File: config.mk
export PLATFORM = sky130hd
export DESIGN_NAME = sort4_seq_ctrl
export DESIGN_NICKNAME = d
export VERILOG_FILES = /design/src/rtl/sort4_seq_ctrl.sv
export SDC_FILE = /design/constraint.sdc
export NUM_CORES = 1
export LEC_CHECK = 0
export ABC_AREA = 1
export CAP_MARGIN = 0
export CORE_MARGIN = 2
export CORE_UTILIZATION = 60
export DETAILED_ROUTE_END_ITERATION = 6
export PLACE_DENSITY = 0.93
export SLEW_MARGIN = 10
export SYNTH_ARGS = -nofsm -noshare
export SYNTH_HDL_FRONTEND = slang
export SYNTH_SLANG_ARGS = --single-unit
File: constraint.sdc
create_clock -name clk -period 7.66 [get_ports clk]
set_input_delay 0.766 -clock clk [delete_from_list [all_inputs] [get_ports clk]]
set_output_delay 0.766 -clock clk [all_outputs]
set_load 0.01 [all_outputs]
File: src/rtl/sort4_seq_ctrl.sv
// sort4_seq_ctrl: sorts a four-element job of unsigned W-bit values into
// ascending order. Elements are loaded as serial valid/ready beats, sorted
// in place by a bubble-sort FSM, and drained smallest first.
//
// The FSM time-shares one magnitude comparator (sosanhC2) and makes one
// comparison per clock.
//
// Optional feature, selected by the macro SORT_EARLY_EXIT_EN:
//   - Defined: sorting stops at the end of the first pass that made no swap.
//   - Undefined (default): sorting always runs three full passes, which
//     gives a fixed latency.

// Shared magnitude comparator: X = A>B, Y = A==B, Z = A<B
module sosanhC2 #(
    parameter int unsigned W = 4
) (
    input  logic [W-1:0] A,
    input  logic [W-1:0] B,
    output logic         X,
    output logic         Y,
    output logic         Z
);

    // Unsigned relational decode of the two operands
    always_comb begin
        X = (A > B);
        Y = (A == B);
        Z = (A < B);
    end

endmodule

module sort4_seq_ctrl #(
    parameter int unsigned W = 4
) (
    input  logic         clk,
    input  logic         rst,
    input  logic         in_valid,
    input  logic [W-1:0] in_data,
    output logic         in_ready,
    output logic         out_valid,
    output logic [W-1:0] out_data,
    input  logic         out_ready,
    output logic         busy,
    output logic [3:0]   cmp_cnt,
    output logic [2:0]   swap_cnt
);

    // SETTLE separates the last compare/swap from the first output beat, so
    // out_valid only rises once the sorted buffer has been stable for a cycle.
    typedef enum logic [1:0] {
        LOAD   = 2'd0,
        SORT   = 2'd1,
        SETTLE = 2'd2,
        OUT    = 2'd3
    } state_t;

    state_t       state;
    logic [W-1:0] elem [4];
    logic [1:0]   ld_ptr;
    logic [1:0]   out_ptr;
    logic [1:0]   pass;
    logic [1:0]   idx;
    logic [1:0]   idx_p1;

`ifdef SORT_EARLY_EXIT_EN
    // Records whether any swap has happened so far in the current pass
    logic         swapped;
`endif

    logic [W-1:0] cmp_a;
    logic [W-1:0] cmp_b;
    logic         cmp_gt;
    logic         cmp_eq;
    logic         cmp_lt;
    logic         do_swap;
    logic         last_cmp;

    // Select the adjacent pair currently being compared
    always_comb begin
        idx_p1 = idx + 2'd1;
        cmp_a  = elem[idx];
        cmp_b  = elem[idx_p1];
    end

    sosanhC2 #(
        .W (W)
    ) u_cmp (
        .A (cmp_a),
        .B (cmp_b),
        .X (cmp_gt),
        .Y (cmp_eq),
        .Z (cmp_lt)
    );

    // Swap only on a strict greater-than; equal elements keep their order
    always_comb begin
        do_swap = cmp_gt & ~(cmp_eq | cmp_lt);
`ifdef SORT_EARLY_EXIT_EN
        last_cmp = (idx == 2'd2) && ((pass == 2'd2) || (!swapped && !do_swap));
`else
        last_cmp = (idx == 2'd2) && (pass == 2'd2);
`endif
    end

    // Handshake and status outputs decoded from the registered state
    always_comb begin
        in_ready  = (state == LOAD);
        out_valid = (state == OUT);
        busy      = (state != LOAD);
        out_data  = elem[out_ptr];
    end

    // Control FSM: load beats, bubble-sort passes, drain beats
    always_ff @(posedge clk) begin
        if (rst) begin
            state    <= LOAD;
            ld_ptr   <= '0;
            out_ptr  <= '0;
            pass     <= '0;
            idx      <= '0;
            cmp_cnt  <= '0;
            swap_cnt <= '0;
`ifdef SORT_EARLY_EXIT_EN
            swapped  <= 1'b0;
`endif
            for (int unsigned i = 0; i < 4; i++) begin
                elem[i] <= '0;
            end
        end else begin
            case (state)
                LOAD: begin
                    if (in_valid) begin
                        elem[ld_ptr] <= in_data;
                        ld_ptr       <= ld_ptr + 2'd1;
                        if (ld_ptr == 2'd3) begin
                            state    <= SORT;
                            cmp_cnt  <= '0;
                            swap_cnt <= '0;
                            pass     <= '0;
                            idx      <= '0;
`ifdef SORT_EARLY_EXIT_EN
                            swapped  <= 1'b0;
`endif
                        end
                    end
                end

                SORT: begin
                    cmp_cnt <= cmp_cnt + 4'd1;
                    if (do_swap) begin
                        elem[idx]    <= cmp_b;
                        elem[idx_p1] <= cmp_a;
                        swap_cnt     <= swap_cnt + 3'd1;
                    end
                    if (idx == 2'd2) begin
                        idx  <= '0;
                        pass <= pass + 2'd1;
`ifdef SORT_EARLY_EXIT_EN
                        swapped <= 1'b0;
`endif
                    end else begin
                        idx <= idx_p1;
`ifdef SORT_EARLY_EXIT_EN
                        if (do_swap) begin
                            swapped <= 1'b1;
                        end
`endif
                    end
                    if (last_cmp) begin
                        state <= SETTLE;
                    end
                end

                SETTLE: begin
                    state <= OUT;
                end

                OUT: begin
                    if (out_ready) begin
                        out_ptr <= out_ptr + 2'd1;
                        if (out_ptr == 2'd3) begin
                            state  <= LOAD;
                            ld_ptr <= '0;
                        end
                    end
                end

                default: begin
                    state <= LOAD;
                end
            endcase
        end
    end

endmodule

-- After elaboration in Yosys (flattened, before gate mapping)
Memories as Yosys holds them, arrays and structs flattened. A register that Yosys moved wholly into a read port is not among the register bits.
Cells that the tools add are included.
- RAM bits: 16
- memories kept: 1
- input bits: 8
- output and inout port bits: 14
- logic and storage cells: 92
- register bits after elaboration: 17
- mux-type cells: 44
- bitwise logic cells: 3
- add/sub/neg operators: 6
- magnitude comparators: 2
- reduce and logical (&&, ||, !) cells: 14
- equal/unequal tests: 15
- memories (memory ; words ; width ; rd ports ; clocked after memory_dff ; write ports ; RTL line ; source):
    elem ; 4 ; 4 ; 3 ; 2 ; 4 ; 59 ; logic [W-1:0] elem [4];
- operators with widths (kind ; count):
    two-way mux 2 bit ; 17
    two-way mux 4 bit ; 5
    two-way mux 1 bit ; 13
    equality test 2 bit, second input constant ; 6
    case mux 2 bit (2 select lines) ; 3
    AND reduction 4 bit ; 3
    OR reduction 4 bit ; 3
    two-way mux 3 bit ; 3
    adder 2 x 1 -> 2 bit, second input constant ; 4
    != test 2 bit, second input constant ; 4
    case mux 2 bit (4 select lines) ; 1
    case mux 4 bit (2 select lines) ; 1
    != test 2 x 1 -> 1 bit, second input constant ; 3
    case mux 3 bit (2 select lines) ; 1
    nonzero test 2 bit ; 3
    AND reduction 5 bit ; 1
    adder 4 x 1 -> 4 bit, second input constant ; 1
    equality test 4 bit ; 1
    > comparator 4 bit ; 1
    < comparator 4 bit ; 1
    adder 3 x 1 -> 3 bit, second input constant ; 1
    AND reduction 3 bit ; 1
    equality test 2 x 1 -> 1 bit, second input constant ; 1
    zero test 2 bit ; 1
    other kinds (5) ; 5

-- Logic depth before layout (Yosys ltp)
An unclocked memory read counts as a cell.
- depth after elaboration: 12
- mapped depth: 18
- mapped depth without buffers: 17

-- By module
From an unflattened synthesis, not the netlist that was laid out.
- cells, all modules: 340
- area, all modules: 2461.1 um^2
- modules (own cells, without submodules) (module ; area an instance (um^2) ; seq. area each (um^2) ; times used ; cells each):
    sort4_seq_ctrl ; 2346.0 ; 900.9 ; 1 ; 320
    sosanhC2 ; 115.1 ; 0.0 ; 1 ; 20

-- Least setup slack after synthesis
OpenSTA, ideal clock, no wires.
- kind: register to register
- start point: reg idx[0]
- end point: mem elem[0][0] (enable)
- data required time: 7.347 ns
- buffers on the path: 1
- data arrival time: 2.418 ns
- stages on the path, launching flop included: 15
- clock period less this slack: 2.731 ns
- setup slack: 4.929 ns
- setup time: 0.313 ns
- cells stage by stage: dfxtp_1 > clkinv_1 > ha_1 > inv_1 > nand3_1 > nand2_1 > ha_1 > nand2_1 > nand2_1 > nand2_2 > nand2_4 > nand3_4 > buf_12 > nor2_4 > nand3b_1
- RTL lines (element ; RTL line ; source):
    start, declared ; 63 ; logic [1:0] idx;
    start signal, assigned ; 163 ; idx <= idx_p1;
    end, declared ; 59 ;

==> impl_metrics.json <==
{
  "clk_pin_slew_ns": 0.07,
  "max_freq_mhz": 283,
  "finalSetupViolCount": 0,
  "synthAdderAreaFrac_pct": 8.79,
  "nets": 390,
  "first_pass_iters": 5,
  "cp_num_buf_inv": 2,
  "status": "completed",
  "grt_max_degree": 14,
  "rsz0062_at_grt": "false",
  "syn2layout_area_growth_pct": 13.3,
  "max-vdd-ir-drop_mv": 0.125,
  "slowest_stage": "dfxtp_1",
  "p_leak_nw": 1.29,
  "period_share_pct": 46.2,
  "cts_root_buf": "clkbuf_8",
  "start_util_pct": 63.2,
  "wirelength_mm": 5.94,
  "required_ns": 7.64,
  "start_kind": "flop",
  "synth-simple-area-share_pct": 36.7,
  "holdWs_ns": 0.482,
  "numCtsBuffers": 5,
  "hold_class": "reg2reg",
  "clk_path_buf_depth": 2,
  "tightest_slew_ns": 0.685,
  "vias_per_cell": 5.66,
  "postLayoutCellArea_sq_um": 2900,
  "synth_seq_area_share_pct": 35.2,
  "pin_count": 22,
  "period_needed_ns": 3.54,
  "synth_top_area_cell": "edfxtp_1",
  "cts.repair.resized": 0,
  "synth_compound_gate_area_share_pct": 11.4,
  "max-slew-margin-rel_pct": 54.3,
  "reg2reg_from": "idx[0]",
  "clock-sinks": 37,
  "place_area_sq_um": 2790,
  "grt_overflow": 0,
  "first_iter_violations": 188,
  "maxSlewViolCount": 0,
  "dp.cells": 407,
  "syn-num-nets": 368,
  "antenna_cells": 0,
  "core_sq_um": 4060,
  "end_kind": "flop",
  "hold_buffers": 0,
  "power.total_mw": 0.692,
  "clkLatencyLatePin_ns": 0.29,
  "die_w_um": 69.4,
  "place_congestion": 0.978,
  "grt_pass1_wl_mm": 10.0,
  "syn-instance-count": 342,
  "cpMostUsedCell": "nand2_1",
  "ys_ff_latch": 37,
  "setup_tns_ns": 0,
  "drc": 0,
  "synth_xor_area_share_pct": 1.03,
  "cap_violations": 0,
  "antenna_left": 0,
  "synth.distinct_cells": 35,
  "hpwlAfterDp_mm": 4.55,
  "yosys-top-cells-area": "edfxtp_1, dfxtp_1, nand2_1",
  "cts-htree-levels": 2,
  "avgSynthCellArea_sq_um": 7.49,
  "max_stage_delay_ns": 0.56,
  "cellPowerDensity_nw_per_um2": 238,
  "synth_top_area_share_pct": 18.8,
  "grt_pass1_vias": 2245,
  "grt.total_usage_pct": 25.7,
  "cts_tree": "built",
  "crit_start": "idx[0]",
  "cts_setup_buffers": 0,
  "crit_path_cell_trace": "clkinv_1 > ha_1 > inv_1 > nand3_1 > nand2_1 > ha_1 > nand2_1 > nand2_1 > nand2_2 > nand2_4 > nand3_4 > nor2_4 > nand3b_1",
  "final_layout_size_suffix_gt1_share_pct": 9.86,
  "die_y_um": 69.4,
  "vias": 2349,
  "synth_top_family_by_area": "simple AND/OR/NAND/NOR gates",
  "synth_warnings": 0,
  "rows": 23,
  "final-instance-count-excl-fill": 415,
  "antenna_found_initial": 0,
  "skew_ns": 0.00644,
  "cp_max_fo": 13,
  "criticalPathCategory": "reg2reg",
  "min_from": "pass[1]",
  "synth_area_sq_um": 2560,
  "crit_arrival_ns": 3.52,
  "finalHoldViolCount": 0,
  "synthMuxAreaShare_pct": 0,
  "dieArea_sq_um": 4810,
  "post_drt_wl_per_cell_um": 14.3,
  "path_delay_family": "simple AND/OR/NAND/NOR gates",
  "numPortBuffers": 21
}
## synth_stat cells, drive strengths merged
| cell type | instances |
|---|---|
| o22ai | 7 |
| nor3 | 2 |
| dfxtp | 21 |
| nor3b | 1 |
| nand3 | 21 |
| or3 | 1 |
| or2 | 2 |
| xor2 | 3 |
| buf | 5 |
| nand4 | 8 |
| nor2 | 39 |
| a211oi | 4 |
| clkbuf | 1 |
| a21oi | 16 |
| clkinv | 2 |
| inv | 33 |
| a32oi | 1 |
| nand3b | 3 |
| and3 | 1 |
| ha | 18 |
| nand2 | 112 |
| a221oi | 1 |
| edfxtp | 16 |
| o21ai | 24 |
## where the power goes
| part | total, mW | internal (mW) | leakage (nW) | switching [mW] |
|---|---|---|---|---|
| Sequential | 0.281 | 0.246 | 0.337 | 0.0350 |
| Clock | 0.170 | 0.0974 | 0.0543 | 0.0724 |
| Combinational | 0.241 | 0.0834 | 0.902 | 0.158 |
| Total | 0.692 | 0.427 | 1.29 | 0.265 |
## layout make-up
| class | count | area (sq um) |
|---|---|---|
| clock inverters | 3 | 46.3 |
| inverters | 35 | 131 |
| multi-input cells | 264 | 1480 |
| well taps | 50 | 62.6 |
| repair buffers | 21 | 210 |
| flip-flops and latches | 37 | 901 |
| fillers | 301 | 1150 |
| clock buffers | 5 | 68.8 |
## routing by layer
metal	GRT usage (%)	up-vias	routed length, um
met3	3.92	22	392
met5	0	-	0
met4	12.2	0	218
li1	-	1180	-
met2	43.7	96	2810
met1	31.7	1051	2520
## cell families (layout without fill, tap and decap cells)
kind of cell,Yosys count,after routing
fa+ha+maj,18,18
compound gates,53,53
buf+inv,41,64
xor+xnor,3,3
flops,37,37
simple gates,190,190
## cells in the final DEF, fill, tap and decap left out, types with 2 or more instances in the layout
cell type	count
a211oi_1	4
a21oi_1	16
clkbuf_8	5
clkdlybuf4s50_1	21
clkinv_1	2
dfxtp_1	21
edfxtp_1	16
ha_1	18
inv_1	31
inv_2	2
nand2_1	96
nand2_2	13
nand2_4	3
nand3_1	19
nand3_4	2
nand3b_1	3
nand4_1	8
nor2_1	32
nor2_4	3
nor2_8	3
nor3_1	2
o21ai_0	23
o22ai_1	7
xor2_1	3
## stage by stage
stage / util, % / worst slack, ns
after floorplan: - / 4.93
after global placement: 68.7 / 4.40
after detailed placement: 68.7 / 4.20
after CTS: 71.6 / 4.18
after global routing: 71.6 / 3.88
final: 71.6 / 4.12
## worst paths after layout
kind                                   end  slack (ns)  cells past startpoint
worst min register to register     pass[1]        0.48                      2
worst min-delay path               pass[1]        0.48                      2
worst max register to register  elem[0][2]        4.12                     13
worst max-delay path            elem[0][2]        4.12                     13
## worst min-delay path: cells and delay by family (launching register included)
family	cells	cell delay, ns
compound gates	1	0.06
simple gates	1	0.06
flops	1	0.32
No activity file was read; power rests on OpenSTA's default activity.
